File: config.mk
export PLATFORM = sky130hd
export DESIGN_NAME = ultrasonic_ranger_flat
export DESIGN_NICKNAME = d
export VERILOG_FILES = /design/src/rtl/ultrasonic_ranger_pkg.sv /design/src/rtl/ultrasonic_ranger_if.sv /design/src/rtl/ultrasonic_ranger_echo_sync.sv /design/src/rtl/ultrasonic_ranger.sv /design/src/flat_wrapper.sv
export SDC_FILE = /design/constraint.sdc
export NUM_CORES = 1
export LEC_CHECK = 0
export ABC_AREA = 1
export ABC_CLOCK_PERIOD_IN_PS = 5200
export CORE_ASPECT_RATIO = 2
export CORE_MARGIN = 2
export CORE_UTILIZATION = 35
export CTS_CLUSTER_DIAMETER = 40
export DETAILED_ROUTE_END_ITERATION = 10
export GPL_TIMING_DRIVEN = 0
export PLACE_DENSITY = 0.52
export SLEW_MARGIN = 20
export SYNTH_ARGS = -nofsm -noshare
export SYNTH_HDL_FRONTEND = slang
export SYNTH_SLANG_ARGS = --single-unit
export TNS_END_PERCENT = 100
File: constraint.sdc
create_clock -name clk -period 5.2 [get_ports clk]
set_input_delay 0.78 -clock clk [delete_from_list [all_inputs] [get_ports clk]]
set_output_delay 0.78 -clock clk [all_outputs]
set_load 0.01 [all_outputs]
File: src/rtl/ultrasonic_ranger_pkg.sv
// rtl/ultrasonic_ranger_pkg.sv - ranger FSM states, 100 MHz timing defaults, channel-index width helper
package ranger_pkg;

  typedef enum logic [2:0] {
    IDLE,
    TRIG,
    WAIT_RISE,
    MEASURE,
    HOLDOFF
  } state_e;

  localparam int DEF_NUM_CH         = 2;
  localparam int DEF_CNT_W          = 32;
  localparam int DEF_TRIG_CYCLES    = 1000;
  localparam int DEF_TIMEOUT_CYCLES = 3000000;
  localparam int DEF_HOLDOFF_CYCLES = 6000000;
  localparam int DEF_NEAR_CYCLES    = 294117;
  localparam int DEF_HYST_CYCLES    = 29412;

  // A single-channel build still needs a one-bit channel field.
  function automatic int ch_width(input int n);
    return (n <= 1) ? 1 : $clog2(n);
  endfunction

endpackage

File: src/rtl/ultrasonic_ranger_if.sv
// rtl/ultrasonic_ranger_if.sv - sensor pins and distance result bus of the ranger
interface ranger_if
  import ranger_pkg::*;
#(
  parameter int NUM_CH = DEF_NUM_CH,
  parameter int CNT_W  = DEF_CNT_W
);
  localparam int CH_W = ch_width(NUM_CH);

  logic              enable;
  logic [NUM_CH-1:0] echo;
  logic [NUM_CH-1:0] trigger;
  logic [NUM_CH-1:0] is_crash;
  logic              dist_valid;
  logic [CH_W-1:0]   dist_ch;
  logic [CNT_W-1:0]  dist_cycles;
  logic              dist_timeout;

  modport master (
    input  enable, echo,
    output trigger, is_crash, dist_valid, dist_ch, dist_cycles, dist_timeout
  );

  modport slave (
    output enable, echo,
    input  trigger, is_crash, dist_valid, dist_ch, dist_cycles, dist_timeout
  );
endinterface

File: src/rtl/ultrasonic_ranger_echo_sync.sv
// rtl/ultrasonic_ranger_echo_sync.sv - two-flop echo synchroniser with rise/fall pulses
module echo_sync (
  input  logic clk,
  input  logic rst,
  input  logic echo_i,
  output logic rise_o,
  output logic fall_o
);
  logic meta_q, sync_q, prev_q;

  always_ff @(posedge clk) begin
    if (rst) begin
      meta_q <= 1'b0;
      sync_q <= 1'b0;
      prev_q <= 1'b0;
    end else begin
      meta_q <= echo_i;
      sync_q <= meta_q;
      prev_q <= sync_q;
    end
  end

  assign rise_o = sync_q & ~prev_q;
  assign fall_o = ~sync_q & prev_q;
endmodule

File: src/rtl/ultrasonic_ranger.sv
// rtl/ultrasonic_ranger.sv - round-robin ultrasonic ranger with timeout, holdoff and crash hysteresis
module ultrasonic_ranger
  import ranger_pkg::*;
#(
  parameter int NUM_CH         = DEF_NUM_CH,
  parameter int CNT_W          = DEF_CNT_W,
  parameter int TRIG_CYCLES    = DEF_TRIG_CYCLES,
  parameter int TIMEOUT_CYCLES = DEF_TIMEOUT_CYCLES,
  parameter int HOLDOFF_CYCLES = DEF_HOLDOFF_CYCLES,
  parameter int NEAR_CYCLES    = DEF_NEAR_CYCLES,
  parameter int HYST_CYCLES    = DEF_HYST_CYCLES
) (
  input  logic     clk,
  input  logic     rst,
  ranger_if.master bus
);
  localparam int CH_W = ch_width(NUM_CH);

  localparam logic [CNT_W-1:0] ONE          = CNT_W'(1);
  localparam logic [CNT_W-1:0] TRIG_LAST    = CNT_W'(TRIG_CYCLES - 1);
  localparam logic [CNT_W-1:0] TIMEOUT_C    = CNT_W'(TIMEOUT_CYCLES);
  localparam logic [CNT_W-1:0] HOLDOFF_LAST = CNT_W'(HOLDOFF_CYCLES - 1);
  localparam logic [CNT_W-1:0] NEAR_C       = CNT_W'(NEAR_CYCLES);
  localparam logic [CNT_W-1:0] FAR_C        = CNT_W'(NEAR_CYCLES + HYST_CYCLES);
  localparam logic [CH_W-1:0]  LAST_CH      = CH_W'(NUM_CH - 1);
  localparam logic [CH_W-1:0]  CH_ONE       = CH_W'(1);

  if (NUM_CH < 1 || TRIG_CYCLES < 1 || HOLDOFF_CYCLES < 1 || TIMEOUT_CYCLES < 1 ||
      (longint'(TIMEOUT_CYCLES) >> CNT_W) != 0 ||
      (longint'(HOLDOFF_CYCLES) >> CNT_W) != 0) begin : g_bad_params
    $error("ultrasonic_ranger: counter width too small or timing parameter out of range");
  end

  logic [NUM_CH-1:0] rise, fall;

  for (genvar i = 0; i < NUM_CH; i++) begin : g_sync
    echo_sync u_sync (
      .clk    (clk),
      .rst    (rst),
      .echo_i (bus.echo[i]),
      .rise_o (rise[i]),
      .fall_o (fall[i])
    );
  end

  state_e            state_q, state_d;
  logic [CNT_W-1:0]  cnt_q, cnt_d, cnt_inc;
  logic [CH_W-1:0]   ch_q, ch_d;
  logic [NUM_CH-1:0] trig_q, trig_d;
  logic [NUM_CH-1:0] crash_q, crash_d;
  logic              dist_valid_q, dist_timeout_q;
  logic [CH_W-1:0]   dist_ch_q;
  logic [CNT_W-1:0]  dist_cycles_q;
  logic              rep_valid, rep_timeout;
  logic [CNT_W-1:0]  rep_width;

  assign cnt_inc = cnt_q + ONE;

  always_comb begin
    state_d     = state_q;
    cnt_d       = cnt_q;
    ch_d        = ch_q;
    rep_valid   = 1'b0;
    rep_timeout = 1'b0;
    rep_width   = '0;
    unique case (state_q)
      IDLE: begin
        if (bus.enable) begin
          state_d = TRIG;
          cnt_d   = '0;
        end
      end
      TRIG: begin
        if (cnt_q == TRIG_LAST) begin
          state_d = WAIT_RISE;
          cnt_d   = '0;
        end else begin
          cnt_d = cnt_inc;
        end
      end
      // Only a fresh edge counts: a line already high on entry never produced a rise here.
      WAIT_RISE: begin
        if (rise[ch_q]) begin
          state_d = MEASURE;
          cnt_d   = ONE;
        end else if (cnt_inc == TIMEOUT_C) begin
          rep_valid   = 1'b1;
          rep_timeout = 1'b1;
          state_d     = HOLDOFF;
          cnt_d       = '0;
        end else begin
          cnt_d = cnt_inc;
        end
      end
      MEASURE: begin
        if (fall[ch_q]) begin
          rep_valid = 1'b1;
          rep_width = cnt_q;
          state_d   = HOLDOFF;
          cnt_d     = '0;
        end else if (cnt_q == TIMEOUT_C) begin
          rep_valid   = 1'b1;
          rep_timeout = 1'b1;
          state_d     = HOLDOFF;
          cnt_d       = '0;
        end else begin
          cnt_d = cnt_inc;
        end
      end
      HOLDOFF: begin
        if (cnt_q == HOLDOFF_LAST) begin
          state_d = IDLE;
          cnt_d   = '0;
          ch_d    = (ch_q == LAST_CH) ? '0 : ch_q + CH_ONE;
        end else begin
          cnt_d = cnt_inc;
        end
      end
      default: state_d = IDLE;
    endcase
  end

  // Widths between near and far keep the previous flag so it does not chatter.
  always_comb begin
    crash_d = crash_q;
    if (rep_valid) begin
      if (rep_timeout) begin
        crash_d[ch_q] = 1'b0;
      end else if (rep_width <= NEAR_C) begin
        crash_d[ch_q] = 1'b1;
      end else if (rep_width > FAR_C) begin
        crash_d[ch_q] = 1'b0;
      end
    end
  end

  always_comb begin
    trig_d = '0;
    if (state_d == TRIG) begin
      trig_d[ch_d] = 1'b1;
    end
  end

  always_ff @(posedge clk) begin
    if (rst) begin
      state_q        <= IDLE;
      cnt_q          <= '0;
      ch_q           <= '0;
      trig_q         <= '0;
      crash_q        <= '0;
      dist_valid_q   <= 1'b0;
      dist_timeout_q <= 1'b0;
      dist_ch_q      <= '0;
      dist_cycles_q  <= '0;
    end else begin
      state_q      <= state_d;
      cnt_q        <= cnt_d;
      ch_q         <= ch_d;
      trig_q       <= trig_d;
      crash_q      <= crash_d;
      dist_valid_q <= rep_valid;
      if (rep_valid) begin
        dist_ch_q      <= ch_q;
        dist_cycles_q  <= rep_width;
        dist_timeout_q <= rep_timeout;
      end
    end
  end

  assign bus.trigger      = trig_q;
  assign bus.is_crash     = crash_q;
  assign bus.dist_valid   = dist_valid_q;
  assign bus.dist_ch      = dist_ch_q;
  assign bus.dist_cycles  = dist_cycles_q;
  assign bus.dist_timeout = dist_timeout_q;
endmodule

File: src/flat_wrapper.sv
// flat-port wrapper written by rule: the top's interface ports become plain ports
module ultrasonic_ranger_flat import ranger_pkg::*;
#(
  parameter int NUM_CH         = DEF_NUM_CH,
  parameter int CNT_W          = DEF_CNT_W,
  parameter int TRIG_CYCLES    = DEF_TRIG_CYCLES,
  parameter int TIMEOUT_CYCLES = DEF_TIMEOUT_CYCLES,
  parameter int HOLDOFF_CYCLES = DEF_HOLDOFF_CYCLES,
  parameter int NEAR_CYCLES    = DEF_NEAR_CYCLES,
  parameter int HYST_CYCLES    = DEF_HYST_CYCLES
)
  (clk, rst, bus_enable, bus_echo, bus_trigger, bus_is_crash, bus_dist_valid, bus_dist_ch, bus_dist_cycles, bus_dist_timeout);
  ranger_if #(.NUM_CH(NUM_CH), .CNT_W(CNT_W)) bus_i ();
  input  logic clk;
  input  logic rst;
  input wire logic [$bits(bus_i.enable)-1:0] bus_enable;
  input wire logic [$bits(bus_i.echo)-1:0] bus_echo;
  output wire logic [$bits(bus_i.trigger)-1:0] bus_trigger;
  output wire logic [$bits(bus_i.is_crash)-1:0] bus_is_crash;
  output wire logic [$bits(bus_i.dist_valid)-1:0] bus_dist_valid;
  output wire logic [$bits(bus_i.dist_ch)-1:0] bus_dist_ch;
  output wire logic [$bits(bus_i.dist_cycles)-1:0] bus_dist_cycles;
  output wire logic [$bits(bus_i.dist_timeout)-1:0] bus_dist_timeout;
  assign bus_i.enable = bus_enable;
  assign bus_i.echo = bus_echo;
  assign bus_trigger = bus_i.trigger;
  assign bus_is_crash = bus_i.is_crash;
  assign bus_dist_valid = bus_i.dist_valid;
  assign bus_dist_ch = bus_i.dist_ch;
  assign bus_dist_cycles = bus_i.dist_cycles;
  assign bus_dist_timeout = bus_i.dist_timeout;
  ultrasonic_ranger #(.NUM_CH(NUM_CH), .CNT_W(CNT_W), .TRIG_CYCLES(TRIG_CYCLES), .TIMEOUT_CYCLES(TIMEOUT_CYCLES), .HOLDOFF_CYCLES(HOLDOFF_CYCLES), .NEAR_CYCLES(NEAR_CYCLES), .HYST_CYCLES(HYST_CYCLES)) u_core (.clk(clk), .rst(rst), .bus(bus_i));
endmodule
# == After elaboration in Yosys (flattened, before gate mapping) ==
# Cells that the tools add are included.
# word_totals
register_bits,81
input_bits,5
out_inout_bits,39
word_cells,92
# classes
addsub,2
order_cmp,6
eq_ne,10
muxes,39
n_bitwise,12
reduce_logical,8
# ops
op,n
32-bit 2-to-1 mux,9
32-bit one-hot mux with 5 select lines,1
"32-bit by 22-bit == test with 1-bit output, second input constant",2
"32-bit by 1-bit adder with 32-bit output, second input constant",1
"32-bit by 10-bit == test with 1-bit output, second input constant",1
"32-bit by 23-bit == test with 1-bit output, second input constant",1
"32-bit by 19-bit greater-than comparator with 1-bit output, second input constant",1
"32-bit by 19-bit <= comparator with 1-bit output, second input constant",1
3-bit 2-to-1 mux,7
3-bit one-hot mux with 5 select lines,1
1-bit 2-to-1 mux,14
"3-bit by 1-bit == test with 1-bit output, second input constant",2
"3-bit by 2-bit == test with 1-bit output, second input constant",2
2-bit 2-to-1 mux,3
1-bit inverter,5
5-bit nonzero test,1
1-bit bitwise AND,4
"1-bit by 2-bit less-than comparator with 1-bit output, second input constant",2
1-bit one-hot mux with 2 select lines,2
2-bit AND reduction,2
"3-bit == test, second input constant",1
3-bit zero test,1
3-bit nonzero test,1
2-bit bitwise AND,1
other kinds (8),11

# == Logic depth before layout (Yosys ltp) ==
# logic_depth
word_depth,10
depth_mapped,19
ltp_nobuf,18

# == Modules after synthesis ==
# Synthesis repeated with hierarchy kept, for this count alone.
# unflattened
hier_cells,762
area_unflattened_um2,4792.1
# by_module_without_submodules
mod,instances,cells_per_inst,area_each_um2
ultrasonic_ranger,1,738,4604.4
echo_sync,2,12,93.8

# == Worst setup path before layout ==
# OpenSTA, ideal clock, no wires.
# synth_timing
path_kind,reg-to-reg
startpoint,register u_core.cnt_q[1]
endpoint,register u_core.dist_cycles_q[4] (netlist: u_core.bus.dist_cycles[4])
setup_ns,0.116
arrival_time_ns,2.167
path_slack_ns,2.917
stages_incl_launch_ff,18
path_buffers,1
cell_sequence,dfxtp_1 > ha_1 > nand2_1 > nor2_4 > nand2_1 > nor2_2 > nand2_1 > nand2_1 > nand2_1 > nor2_1 > nand2_1 > nor2_2 > nand4_4 > nand2_4 > inv_4 > buf_6 > nor2_1 > nor2_1
# synth_between
elab_chain_cells,5
# synth_lines
item,line_no,source
start: declaration,ultrasonic_ranger.sv:47,"logic [CNT_W-1:0] cnt_q, cnt_d, cnt_inc;"
start signal: assignment,ultrasonic_ranger.sv:157,cnt_q <= cnt_d;
32-bit by 1-bit adder with 32-bit output,ultrasonic_ranger.sv:57,assign cnt_inc = cnt_q + ONE;
32-bit by 22-bit == test with 1-bit output,ultrasonic_ranger.sv:86,end else if (cnt_inc == TIMEOUT_C) begin
1-bit 2-to-1 mux,ultrasonic_ranger.sv:86,
1-bit 2-to-1 mux,ultrasonic_ranger.sv:83,if (rise[ch_q]) begin
1-bit one-hot mux with 2 select lines *,ultrasonic_ranger.sv:66,unique case (state_q)
end signal: assignment,ultrasonic_ranger.sv:164,dist_cycles_q <= rep_width;
end: declaration,ultrasonic_ranger.sv:53,logic [CNT_W-1:0] dist_cycles_q;
# Every way passes the cells marked *; elsewhere a longest branch is shown, timed or not.
# A chain may end at the register's enable or synchronous reset.

# == Worst setup path in the final report ==
# layout_timing
startpoint,register u_core.cnt_q[0]
endpoint,register u_core.dist_cycles_q[21] (netlist: u_core.bus.dist_cycles[21])
# Same word-level chain as after synthesis.

==> impl_metrics.tcl <==
set metrics [dict create \
    vias 5231 \
    final_util 0.428 \
    yosysTopAreaCell "dfxtp_1" \
    placed_area_mm2 0.00545 \
    internal-power_mw 1.07 \
    drt_pre_antenna_iters 6 \
    synth_nets 806 \
    vias_per_cell 5.17 \
    async_flop_share 0 \
    grt_pass1_wl_um 28100 \
    final-hold-violation-count 0 \
    synth_top_area_frac 0.335 \
    peakVddDrop_v 0.000192 \
    fin_crit_sh 0.586 \
    hpwlAfterDp_um 14400 \
    diodes 0 \
    clk_pin_slew_ns 0.07 \
    tightestPinTransition_ns 1.12 \
    clock_path_buffers 2 \
    fmax_mhz 328 \
    seqPwrFrac 0.445 \
    p_leak_nw 2.24 \
    cts_hold_buf 0 \
    p_sw_mw 0.340 \
    fp.dieH_um 170 \
    drive_gt1_frac 0.0688 \
    cts_tree "yes" \
    syn_inst 799 \
    dpl.cell_count 996 \
    wire_per_inst_um 17.7 \
    gp_congestion 0.966 \
    grt_pass1_vias 5151 \
    drv_cap 0 \
    synth-edff-count 0 \
    final_nets 859 \
    total_power_mw 1.41 \
    cts_buffers 9 \
    finalSetupViolCount 0 \
    worstHoldEndpoint "u_core.g_sync[0].u_sync.sync_q" \
    dp_slack_ns 2.18 \
    cts.sinks 81 \
    finalWorstSetupSlack_ns 2.15 \
    crit_path_start_kind "flop" \
    synthDistinctLibCells 35 \
    dominantRegCellSynth "dfxtp_1" \
    rsz0062_at_grt "no" \
    r2r_start "u_core.cnt_q[0]" \
    antenna_found_initial 0 \
    pin_count 44 \
    dr.first_iter.drc_count 298 \
    r2r_slack_ns 2.15 \
    rr_endpoint "u_core.bus.dist_cycles[21]" \
    final_area_mm2 0.00579 \
    start_util 0.358 \
    fp-row-count 60 \
    worstHoldStart "u_core.g_sync[0].u_sync.meta_q" \
    layout_common_cells "nand2_1 (260), nor2_1 (130), dfxtp_1 (81)" \
    area_delta_synth_final_pct 19.6 \
    critPathArrivalTime_ns 3.29 \
    io_buffers 42 \
    grt.total_usage 0.252 \
    p_sw_frac 0.241 \
    drtAntennaViolNets 0 \
    die_w_um 87.1 \
    ys_ff_latch 81 \
    coreArea_mm2 0.0135 \
    fin_worst_skew_ns 0.00825 \
    clkPwrFrac 0.518 \
    multi_input_area_mm2 0.00275 \
    h-tree-depth 3 \
    cts_root_buf "clkbuf_16" \
    ys_seq_area_frac 0.335 \
    setup_tns_ns 0 \
    drt_wl_total_um 17900 \
    yosysWarnings 0 \
    syn_avg_cell_area_um2 6.05 \
    drc 0 \
    critPathKind "flop to flop" \
    maxSlewViolCount 0 \
    insertion_delay_ns 0.35 \
    fin_cells 1012 \
    path_max_fanout 10 \
    worst_hold_path.num_cells 2 \
    crit_required_ns 5.45 \
    pwr-share-comb 0.038 \
    die_area_mm2 0.0148 \
    grt_start_max_net_pins 17 \
    seqCellArea_mm2 0.00162 \
    mostFrequentLayoutCell "nand2_1" \
    outcome "complete, no violations" \
    nFillCells 1488 \
    p_per_area_mw_per_mm2 244 \
    synth_area_leaders "dfxtp_1 (34%), nand2_1 (20%), nor2_1 (10%), a21oi_1 (6.3%), nand3_1 (6.0%)" \
    grt_overflow 0 \
    synthesis.area_mm2 0.00484 \
    relSlewSlack 0.246 \
    cts_setup_buffers 0 \
    period_minus_slack_ns 3.05 \
    r2r_cells 17 \
    cp-end-kind "flop" \
    hold_path_class "flop to flop" \
    cts_resized 0 \
    hold-worst-slack_ns 0.403 \
]
[synthesized netlist by cell type (2+ instances only)]
cell type	instances
nor2_4	5
nor2_2	6
a211oi_1	2
xor2_1	3
nand3b_1	4
clkbuf_1	13
buf_6	5
inv_2	2
a21oi_1	61
nand4_1	20
buf_2	7
nor3_1	15
nand2_1	260
dfxtp_1	81
ha_1	2
nand3_1	58
buf_4	3
nand3_2	3
o21ai_0	18
nand2_2	7
nor4_1	7
nor2_1	130
inv_1	75
[worst max-delay path, stage by stage, from the launching register on]
cell and delay (ns):
dfxtp_1 0.47, ha_1 0.24, nand2_1 0.15, nor2_4 0.18
nand2_1 0.11, nor2_2 0.24, nand2_1 0.09, nand2_1 0.16
nand2_1 0.07, nor2_1 0.08, nand2_1 0.06, nor2_2 0.27
nand4_4 0.22, nand2_4 0.19, inv_4 0.07, buf_6 0.14
nor2_1 0.12, nor2_1 0.07
[cell families (layout without fill, tap and decap cells)]
logic type	count (synthesis)	count (layout)	share of synthesized area
buffers and inverters	107	165	0.0954
AOI/OAI and AO/OA	85	85	0.0908
adders and majority gates	2	2	0.00517
DFF	81	81	0.335
and+or+nand+nor	520	520	0.465
xor gates and xnor gates	4	4	0.00880
[flip-flops by register name, summed over array words and instances (netlist names), named ones only]
name,count
u_core.bus.dist_ch,1
u_core.bus.dist_cycles,32
u_core.bus.dist_timeout,1
u_core.bus.dist_valid,1
u_core.bus.trigger,2
u_core.ch_q,1
u_core.cnt_q,32
u_core.g_sync.u_sync.meta_q,2
u_core.g_sync.u_sync.prev_q,2
u_core.g_sync.u_sync.sync_q,2
u_core.state_q,3
[power by group through the flow]
stage               Sequential [mW]  Clock [mW]  Combinational (mW)
floorplan                     0.641           0              0.0312
global route                  0.627       0.769              0.0585
finish                        0.627       0.730              0.0532
global placement              0.641           0              0.0527
CTS                           0.627       0.742              0.0535
detailed placement            0.641           0              0.0533
[per-layer routing]
layer  share of wire  track usage  vias to the layer above  wire length, µm
met1            0.38        0.273                     2394             6860
met5               0            0                        -                0
li1                -            -                     2662                -
met2            0.54        0.466                      126             9640
met4           0.048        0.122                        0              866
met3           0.030       0.0301                       49              536
[worst max path at each step]
stage	from	to	slack, ns	cells past startpoint
after floorplan	u_core.cnt_q[1]	u_core.bus.dist_cycles[4]	2.92	17
after global placement	u_core.cnt_q[0]	u_core.bus.dist_cycles[20]	2.16	17
after detailed placement	u_core.cnt_q[1]	u_core.bus.dist_cycles[20]	2.18	17
after CTS	u_core.cnt_q[1]	u_core.bus.dist_cycles[28]	2.16	17
after global routing	u_core.cnt_q[1]	u_core.bus.dist_cycles[19]	1.94	17
final	u_core.cnt_q[0]	u_core.bus.dist_cycles[21]	2.15	17
[final cells by class]
cell class | instances | area share
multi-input cells | 611 | 0.476
repair buffers | 42 | 0.0727
inverters | 79 | 0.0517
clock buffers | 9 | 0.0389
well taps | 155 | 0.0335
flip-flops and latches | 81 | 0.280
plain buffers | 28 | 0.0281
clock inverters | 7 | 0.0188
No activity file was read; power rests on OpenSTA's default activity.
